==> src/rtl/noc_output_arbiter.sv <==
// noc_output_arbiter
// Packet-atomic 2:1 arbiter in front of the NoC output link. It merges the
// forwarded-flit stream with the CPU-injected stream. Once the first flit of a
// packet wins, that source keeps the link until its tail flit, so packets never
// interleave. Sources alternate at packet boundaries (round robin). A single
// registered output stage drives the link.
//
// Parameters
//   FLIT_W         flit payload width
//   MAX_PKT_FLITS  flits per packet before a forced release (>= 2)
//
// Ports
//   nocclk              NoC clock, all state on posedge
//   rst                 asynchronous active-high reset
//   fwd_flit/_last      forwarded flit and its tail flag
//   fwd_flit_valid      forwarded source valid
//   fwd_flit_ready      forwarded flit accepted when valid & ready
//   cpu_flit/_last      CPU-injected flit and its tail flag
//   cpu_flit_valid      CPU source valid
//   cpu_flit_ready      CPU flit accepted when valid & ready
//   out_flit/_last      registered output flit and tail flag
//   out_flit_valid      output valid
//   out_flit_ready      downstream link ready
//   busy                a packet is currently locked
//   err_pkt_overlength  one-cycle pulse after a watchdog forced release
module noc_output_arbiter #(
    parameter int unsigned FLIT_W        = 32,
    parameter int unsigned MAX_PKT_FLITS = 16
) (
    input  logic              nocclk,
    input  logic              rst,
    input  logic [FLIT_W-1:0] fwd_flit,
    input  logic              fwd_flit_last,
    input  logic              fwd_flit_valid,
    output logic              fwd_flit_ready,
    input  logic [FLIT_W-1:0] cpu_flit,
    input  logic              cpu_flit_last,
    input  logic              cpu_flit_valid,
    output logic              cpu_flit_ready,
    output logic [FLIT_W-1:0] out_flit,
    output logic              out_flit_last,
    output logic              out_flit_valid,
    input  logic              out_flit_ready,
    output logic              busy,
    output logic              err_pkt_overlength
);

    localparam int unsigned CNT_W = $clog2(MAX_PKT_FLITS + 1);

    typedef enum logic [1:0] {StIdle, StLockFwd, StLockCpu} state_e;

    state_e            state_q, state_d;
    logic              rr_ptr_q, rr_ptr_d;
    logic [CNT_W-1:0]  flit_cnt_q, flit_cnt_d;
    logic [FLIT_W-1:0] out_flit_q;
    logic              out_last_q;
    logic              out_valid_q;
    logic              err_q;

    logic              load_en;
    logic              fwd_win;
    logic              cpu_win;
    logic              accept;
    logic              sel_last;
    logic [FLIT_W-1:0] sel_flit;
    logic              forced;
    logic              tail;

    // Source selection and ready generation. Readys depend only on state,
    // valids and the output stage, never on the payload.
    always_comb begin
        fwd_win = 1'b0;
        cpu_win = 1'b0;
        load_en = !out_valid_q || out_flit_ready;
        case (state_q)
            StIdle: begin
                // A lone requester wins regardless of rr_ptr.
                fwd_win = fwd_flit_valid && (!cpu_flit_valid || !rr_ptr_q);
                cpu_win = cpu_flit_valid && (!fwd_flit_valid || rr_ptr_q);
            end
            StLockFwd: fwd_win = 1'b1;
            StLockCpu: cpu_win = 1'b1;
            default: ;
        endcase
        fwd_flit_ready = !rst && fwd_win && load_en;
        cpu_flit_ready = !rst && cpu_win && load_en;
        sel_last = cpu_win ? cpu_flit_last : fwd_flit_last;
        sel_flit = cpu_win ? cpu_flit : fwd_flit;
        accept   = (fwd_flit_ready && fwd_flit_valid) || (cpu_flit_ready && cpu_flit_valid);
        // Watchdog: the MAX_PKT_FLITS-th flit of a packet is turned into its tail.
        forced   = accept && (state_q != StIdle) && !sel_last &&
                   (flit_cnt_q == CNT_W'(MAX_PKT_FLITS - 1));
        tail     = sel_last || forced;
    end

    // Packet lock FSM, round-robin pointer and packet length counter.
    always_comb begin
        state_d    = state_q;
        rr_ptr_d   = rr_ptr_q;
        flit_cnt_d = flit_cnt_q;
        if (accept) begin
            if (tail) begin
                state_d    = StIdle;
                rr_ptr_d   = !cpu_win;
                flit_cnt_d = '0;
            end else if (state_q == StIdle) begin
                state_d    = cpu_win ? StLockCpu : StLockFwd;
                flit_cnt_d = CNT_W'(1);
            end else begin
                flit_cnt_d = flit_cnt_q + CNT_W'(1);
            end
        end
    end

    always_ff @(posedge nocclk or posedge rst) begin
        if (rst) begin
            state_q    <= StIdle;
            rr_ptr_q   <= 1'b0;
            flit_cnt_q <= '0;
        end else begin
            state_q    <= state_d;
            rr_ptr_q   <= rr_ptr_d;
            flit_cnt_q <= flit_cnt_d;
        end
    end

    // Output register stage; holds steady while stalled.
    always_ff @(posedge nocclk or posedge rst) begin
        if (rst) begin
            out_flit_q  <= '0;
            out_last_q  <= 1'b0;
            out_valid_q <= 1'b0;
            err_q       <= 1'b0;
        end else begin
            err_q <= forced;
            if (accept) begin
                out_flit_q  <= sel_flit;
                out_last_q  <= tail;
                out_valid_q <= 1'b1;
            end else if (out_flit_ready) begin
                out_valid_q <= 1'b0;
            end
        end
    end

    assign out_flit           = out_flit_q;
    assign out_flit_last      = out_last_q;
    assign out_flit_valid     = out_valid_q;
    assign busy               = (state_q != StIdle);
    assign err_pkt_overlength = err_q;

endmodule
==> config.mk <==
export PLATFORM = sky130hd
export DESIGN_NAME = noc_output_arbiter
export DESIGN_NICKNAME = d
export VERILOG_FILES = /design/src/rtl/noc_output_arbiter.sv
export SDC_FILE = /design/constraint.sdc
export NUM_CORES = 1
export LEC_CHECK = 0
export BUFFER_PORTS_ARGS = -buffer_cell sky130_fd_sc_hd__buf_2
export CORE_MARGIN = 4
export CORE_UTILIZATION = 42
export CTS_BUF_LIST = sky130_fd_sc_hd__clkbuf_4
export DETAILED_ROUTE_END_ITERATION = 8
export GPL_TIMING_DRIVEN = 0
export PLACE_DENSITY = 0.78
export SLEW_MARGIN = 0
export SYNTH_ARGS = -nofsm -noshare
export SYNTH_HDL_FRONTEND = slang
export SYNTH_SLANG_ARGS = --single-unit
==> constraint.sdc <==
create_clock -name nocclk -period 1.9 [get_ports nocclk]
set_input_delay 0.095 -clock nocclk [delete_from_list [all_inputs] [get_ports nocclk]]
set_output_delay 0.095 -clock nocclk [all_outputs]
set_load 0.05 [all_outputs]
* After elaboration in Yosys (flattened, before gate mapping)
Cells that the tools add are included.
Widths: inputs -> output; s select.
** Storage, ports and cells
- Word-level logic and storage cells :: 51
- Output and inout bits :: 38
- Bits of input ports :: 71
- Flip-flop bits (word level) :: 43
** Cells by class
- Equal/unequal tests :: 3
- Add/subtract/negate cells :: 1
- Multiplexer cells :: 11
- Reduce and logical (&&, ||, !) cells :: 29
** Operators by type and width (number)
- $mux 32 :: 1
- $logic_and 1x1->1 :: 11
- $mux 5 :: 2
- $logic_not 1->1 :: 7
- $mux 2 :: 3
- $reduce_bool 2->1 :: 3
- $add 5x1->5 const B :: 1
- $eq 5x4->1 const B :: 1
- $logic_or 1x1->1 :: 5
- $pmux 1 s2 :: 2
- $reduce_and 2->1 :: 2
- $mux 1 :: 3
- $eq 2x1->1 const B :: 1
- $eq 2x2->1 const B :: 1
- $logic_not 2->1 :: 1

* Longest topological paths before layout
Gate-level depths: netlist of the first run.
- Depth after elaboration :: 14
- Gate-level depth with buffers :: 7
- Depth with buffers taken out :: 7

* Worst setup path after synthesis of the first run
No wires, ideal clock.
- Path type :: input to output
- Start point :: input port rst
- End point :: output port fwd_flit_ready
- Data arrival time :: 2.375 ns
- Required time :: 1.805 ns
- Buffers on the path :: 0
- Cell stages on the path :: 3
- Slack :: -0.570 ns
- Cell sequence :: inv_1 > nand2_1 > nor3_1
** On the way
- Longest elaborated chain between the ends :: 3
** Ends and longest elaborated chain
- start, declared :: line 31 : input logic rst,
- $logic_not 1->1 (no line)
- $logic_and 1x1->1 (2 in series) :: line 85 : fwd_flit_ready = !rst && fwd_win && load_en;
- end, declared :: line 35 : output logic fwd_flit_ready,
No other way between the ends.

* Worst setup path in the final report of the first run
- Start point :: register flit_cnt_q[0]
- End point :: register flit_cnt_q[4]
** On the way
- Longest elaborated chain between the ends :: 4
- Elaborated cells on any way between the ends :: 6
- Those cells by class :: add/sub: 1; eq/ne: 1; mux: 2; reduce/logical: 2
** Ends and longest elaborated chain
- start, declared :: line 54 : logic [CNT_W-1:0] flit_cnt_q, flit_cnt_d;
- start signal, assigned :: line 123 : flit_cnt_q <= flit_cnt_d;
- parallel branches: the longest is 3 deep, another holds $add 5x1->5
- $mux 5 (*) :: line 102 : if (tail) begin
Every way passes the cells marked *.
A chain may end at the register's enable or synchronous reset.

==> metrics.yaml, run 1 <==
die_area_um2: 6160
worstMarginPinSlew_ps: 1060
crit_path_end_kind: "flop"
routabilityCongestion: 0.847
fin_util_pct: 68.0
whs_endpoint: "out_flit[28]$_DFFE_PP0P_"
place_ws_ps: -347
cts_buffer_depth: 2
insertion_delay_ps: 350
cts_max_level: 2
syn_area_um2: 2090
cts_sinks: 43
hold_depth: 3
drtPass1Iterations: 4
critPathKind: "reg2reg"
setup_tns_ps: 0
cp.required_ps: 2190
cts_tree: "built"
outcome: "finished clean"
setup_slack_ps: 93.7
dp.final_hpwl_um: 4400
grt.total_usage_pct: 22.0
syn_nets: 318
die_x_um: 78.5
grt_pass1_vias: 2337
synth_seq_area_share_pct: 51.5
start_util_pct: 43.9
slew_viol_final: 0
ir_drop_uv: 978
antenna_cells: 0
grt_pass1_wl_um: 10800
rr_startpoint: "flit_cnt_q[0]$_DFFE_PP0P_"
dp_cells: 420
power.leakage_nw: 1.58
fp.dieH_um: 78.5
io_buffers: 108
drive_above_1_share_pct: 37.0
fin_skew_ps: 7.32
startpoint_type: "flop"
syn-instance-count: 245
rows: 25
period_minus_slack_ps: 1810
numCtsBuffers: 5
via_count: 2347
antenna_found_initial: 0
hold_class: "in2reg"
wire_per_inst_um: 14.6
clk_pin_slew_worst_paths_ps: 130
vias_per_cell: 5.03
reg2reg_to: "flit_cnt_q[4]$_DFFE_PP0P_"
grt_overflow: 0
finalHoldViolCount: 0
hold_start: "fwd_flit[28]"
ant_nets: 0
r2r_cells: 7
finalSetupViolCount: 0
drt_iter0_markers: 129
p_per_area_nw_per_um2: 1710
max_freq_mhz: 554
worst-path-max-fanout: 6
arrival_ps: 2090
wl_um: 6820
root_buffer: "clkbuf_4"
ys_ff_latch: 43
grt_max_degree: 47
final_cells: 467
post-route-drc-count: 0
ios: 109
fin_crit_sh_pct: 95.1
ys_types: 31
hold_ws_ps: 21.7
core_area_um2: 4750
ys_warn_count: 0
r2r_slack_ps: 90
fin_nets: 472
area_growth_pct: 54.9
slew_headroom_pct: 28.8
maxCapViolations: 0
avgSynthCellArea_um2: 8.52
-- worst max-delay path, stage by stage (launching register included) --
cell and delay [ps]:
dfrtp_1 440, ha_1 230, and3_1 210, ha_4 180
nor3b_2 190, a21oi_2 100, or3_1 320, o21ai_1 80
-- final cells by class --
class,instances,area [um^2]
fillers,414,1520
flip-flops and latches,43,1080
multi-input cells,184,972
repair buffers,146,923
plain buffers,16,85.1
well taps,67,83.8
clock inverters,3,38.8
clock buffers,5,37.5
inverters,2,11.3
repair inverters,1,5.00
-- power breakdown --
part	switching (mW)	internal [mW]	total [mW]
combinational	2.46	0.934	3.39
sequential	0.268	1.32	1.58
clock	0.295	0.271	0.566
total	3.02	2.52	5.54
-- timing repair --
action	4_1_cts	5_1_grt
hold buffers	32	2
resized for setup	6	7
hold endpoints to repair	75	20
gates cloned	0	1
setup buffers	0	4
pin swaps	1	2
setup endpoints to repair	5	42
-- cell families (layout without fill, tap and decap cells) --
logic type | after synthesis | count (layout) | share of synthesized area (%)
AO/OA/AOI/OAI | 89 | 89 | 24.3
adder cells (fa/ha/maj) | 2 | 2 | 1.20
buffers and inverters | 18 | 173 | 4.13
flip-flops | 43 | 43 | 51.5
AND/OR/NAND/NOR | 93 | 93 | 18.8
-- metrics by stage --
stage / instance area (um^2) / total power [mW]
2_1_floorplan: 2100 / 3.95
3_3_place_gp: 2720 / 4.73
3_5_place_dp: 2720 / 4.79
4_1_cts: 3140 / 5.45
5_1_grt: 3230 / 5.89
6_report: 3230 / 5.54
-- state kept, by name, summed over array words and instances (netlist names) --
register / cells
out_flit: 32
flit_cnt_q: 5
rr_ptr_q: 1
state_q: 2
out_flit_valid: 1
out_flit_last: 1
err_pkt_overlength: 1
-- cells in the mapped netlist --
cell type	instances	area (um^2)
nand3_1	2	10.0
nor2b_1	3	18.8
o211a_1	1	10.0
o21a_1	1	7.51
a211o_1	1	8.76
nand2_1	38	143
or4_1	1	7.51
a21o_1	2	15.0
nand2b_1	2	12.5
a21oi_1	70	350
nor4_1	1	6.26
o21ai_0	3	15.0
dfrtp_1	43	1080
a21oi_2	1	8.76
nor2_1	40	150
a22o_1	3	26.3
nor3_1	1	5.00
a221o_1	1	10.0
ha_1	2	25.0
nor3b_1	1	7.51
nor2b_4	1	13.8
o211ai_4	1	21.3
inv_1	2	7.51
buf_2	15	75.1
clkbuf_1	1	3.75
o21ai_1	3	15.0
or3_1	1	6.26
or2_0	1	6.26
o311ai_1	1	8.76
and3_1	1	6.26
o2111a_1	1	11.3
-- routing by layer --
layer	routed length, um	global-route usage, %
met1	2800	26.5
met3	496	5.05
met5	0	0
met4	55	7.52
met2	3470	38.5
-- placed cells by master (no fill, tap or decap), types with 2 or more instances in the layout --
cell           synthesis  routed
buf_2                 15     121
a21oi_1               70      69
dfrtp_1               43      42
nor2_1                40      39
nand2_1               38      38
dlygate4sd3_1          0      33
clkbuf_4               0       6
buf_4                  0       4
a22o_1                 3       3
o21ai_0                3       3
o21ai_1                3       3
nor2b_4                1       2
nor2b_1                3       2
nand3_1                2       2
a21o_1                 2       2
-- how the worst max path moves through the flow --
stage | start | cells after the start | slack [ps] | endpoint
after global placement | rst | 6 | -350 | flit_cnt_q[0]$_DFFE_PP0P_
after detailed placement | rst | 6 | -350 | flit_cnt_q[0]$_DFFE_PP0P_
after global routing | state_q[1]$_DFFE_PP0P_ | 5 | -30 | cpu_flit_ready
after CTS | rr_ptr_q$_DFFE_PP0P_ | 5 | 10 | cpu_flit_ready
after floorplan | flit_cnt_q[0]$_DFFE_PP0P_ | 7 | 160 | flit_cnt_q[3]$_DFFE_PP0P_
final | flit_cnt_q[0]$_DFFE_PP0P_ | 7 | 90 | flit_cnt_q[4]$_DFFE_PP0P_
(Power assumes the default switching activity.)
==> inputs of run 2 (changes only) <==
Settings changed: BUFFER_PORTS_ARGS -buffer_cell sky130_fd_sc_hd__buf_2 to -buffer_cell sky130_fd_sc_hd__buf_4, CORE_MARGIN 4 to 3.
==> metrics.yaml, run 2 (same netlist as run 1, synthesis figures left out) <==
dp.final_hpwl_um: 4420  # was 4400 um
area_growth_pct: 66.1  # was 54.9%
fin_crit_sh_pct: 95.9  # was 95.1%
grt_pass1_vias: 2380  # was 2,337
final_cell_mix: "buf_4, a21oi_1, dfrtp_1, nor2_1, nand2_1"  # was buf_2, a21oi_1, dfrtp_1, nor2_1, nand2_1
multi_input_comb_area_um2: 962  # was 972 um^2
die_area_um2: 5850  # was 6160 um^2
grt_pass1_wl_um: 10600  # was 10,800 um
startpoint_type: "flop"  # unchanged
routabilityCongestion: 0.789  # was 0.847
p_per_area_nw_per_um2: 1670  # was 1710 nW/um^2
ff_latch_area_um2: 1080  # about the same
insertion_delay_ps: 360  # was 350 ps
reg2reg_to: "flit_cnt_q[3]$_DFFE_PP0P_"  # was flit_cnt_q[4]$_DFFE_PP0P_
hold_class: "in2reg"  # unchanged
layout_commonest_cell: "buf_4"  # was buf_2
hold_depth: 3  # unchanged
antenna_cells: 0  # unchanged
core_area_um2: 4750  # unchanged
grt_overflow: 0  # unchanged
critPathKind: "reg2out"  # was reg2reg
wl_um: 6730  # was 6820 um
fin_util_pct: 72.9  # was 68.0%
cts_sinks: 43  # unchanged
finalSetupViolCount: 0  # unchanged
finalHoldViolCount: 0  # unchanged
via_count: 2337  # was 2,347
die_x_um: 76.5  # was 78.5 um
fin_nets: 470  # was 472
period_minus_slack_ps: 1820  # was 1810 ps
drt_iter0_markers: 121  # was 129
drive_above_1_share_pct: 36.3  # was 37.0%
crit_path_end_kind: "output port"  # was flop
drtPass1Iterations: 4  # unchanged
rr_startpoint: "flit_cnt_q[1]$_DFFE_PP0P_"  # was flit_cnt_q[0]$_DFFE_PP0P_
cts_buffer_depth: 2  # unchanged
cp.required_ps: 1800  # was 2190 ps
ios: 109  # unchanged
largest_register_ffs: 32  # unchanged
rows: 25  # unchanged
slew_viol_final: 0  # unchanged
post-route-drc-count: 0  # unchanged
slew_headroom_pct: 24.9  # was 28.8%
design_area_um2: 3470  # was 3230 um^2
fp.dieH_um: 76.5  # was 78.5 um
power.leakage_nw: 1.66  # was 1.58 nW
hold_start: "cpu_flit[12]"  # was fwd_flit[28]
ir_drop_uv: 934  # was 978 uV
r2r_cells: 7  # unchanged
fin_skew_ps: 4.83  # was 7.32 ps
r2r_slack_ps: 110  # was 90 ps
wire_per_inst_um: 14.5  # was 14.6 um
grt_max_degree: 47  # unchanged
antenna_found_initial: 0  # unchanged
cts_tree: "built"  # unchanged
outcome: "finished clean"  # unchanged
fill_cells: 396  # was 414
arrival_ps: 1730  # was 2090 ps
whs_endpoint: "out_flit[12]$_DFFE_PP0P_"  # was out_flit[28]$_DFFE_PP0P_
numCtsBuffers: 5  # unchanged
io_buffers: 108  # unchanged
setup_tns_ps: 0  # unchanged
maxCapViolations: 0  # unchanged
worstMarginPinSlew_ps: 1120  # was 1060 ps
root_buffer: "clkbuf_4"  # unchanged
hold_ws_ps: 4.42  # was 21.7 ps
grt.total_usage_pct: 22.2  # was 22.0%
vias_per_cell: 5.04  # was 5.03
placed_area_um2: 2990  # was 2720 um^2
ant_nets: 0  # unchanged
start_util_pct: 43.9  # unchanged
max_freq_mhz: 549  # was 554 MHz
worst-path-max-fanout: 10  # was 6
cts_max_level: 2  # unchanged
clk_pin_slew_worst_paths_ps: 120  # was 130 ps
[run 2: changes by cell type in the layout (fill, tap and decap cells not counted), sizes merged]
cell         change
clkinv           -2
dlygate4sd3      -1
[run 2: worst max path at each step]
stage / from / endpoint / slack (ps) / cells after the start
after floorplan: flit_cnt_q[0]$_DFFE_PP0P_ / flit_cnt_q[3]$_DFFE_PP0P_ / 160 / 7
after global placement: rst / flit_cnt_q[0]$_DFFE_PP0P_ / -320 / 6
after detailed placement: rst / flit_cnt_q[0]$_DFFE_PP0P_ / -320 / 6
after CTS: state_q[1]$_DFFE_PP0P_ / cpu_flit_ready / -0.1 / 5
after global routing: rr_ptr_q$_DFFE_PP0P_ / cpu_flit_ready / -8 / 5
final: rr_ptr_q$_DFFE_PP0P_ / cpu_flit_ready / 80 / 5
[run 2: layout make-up]
| class | count | share of cell area (%) |
|---|---|---|
| Inverter | 2 | 0.325 |
| Clock inverter | 1 | 0.866 |
| Multi-Input combinational cell | 184 | 27.7 |
| Timing Repair inverter | 1 | 0.144 |
| Tap cell | 67 | 2.42 |
| Timing Repair Buffer | 144 | 33.8 |
| Buffer | 16 | 2.34 |
| Sequential cell | 43 | 31.0 |
| Clock buffer | 6 | 1.30 |
[run 2: metal layers]
layer / routed length, um / track usage (%) / vias to the layer above
met3: 457 / 6.15 / 12
met4: 91 / 5.43 / 0
li1: - / - / 1142
met2: 3410 / 39.4 / 94
met5: 0 / 0 / -
met1: 2770 / 26.4 / 1089
[run 2: what timing repair did]
action                                  4_1_cts  5_1_grt
pin swaps                                     1        2
endpoints found under the setup margin        5       38
buffers inserted                              0        3
hold endpoints to repair                     74       20
resized for setup                             4        3
cloned                                        0        1
hold buffers                                 31        2
[run 2: stage by stage]
step                      total power [mW]  setup slack (ps)  std cells
after floorplan                       3.95               157        245
after global placement                5.02              -320        420
after detailed placement              5.07              -321        420
after CTS                             5.72            -0.103        458
after global routing                  6.10             -7.61        464
final                                 5.78              77.3        464
[run 2: report_power, final]
group,total (mW),internal (mW),switching [mW]
Sequential,1.58,1.31,0.266
Combinational,3.63,1.16,2.47
Clock,0.573,0.286,0.288
Total,5.78,2.76,3.02
[run 2: worst max-delay path, cell delays in order (launching register included)]
cell and delay [ps]:
dfrtp_1 430, nand2b_1 250, a21oi_4 230, buf_4 210
nor2_1 50, buf_4 180
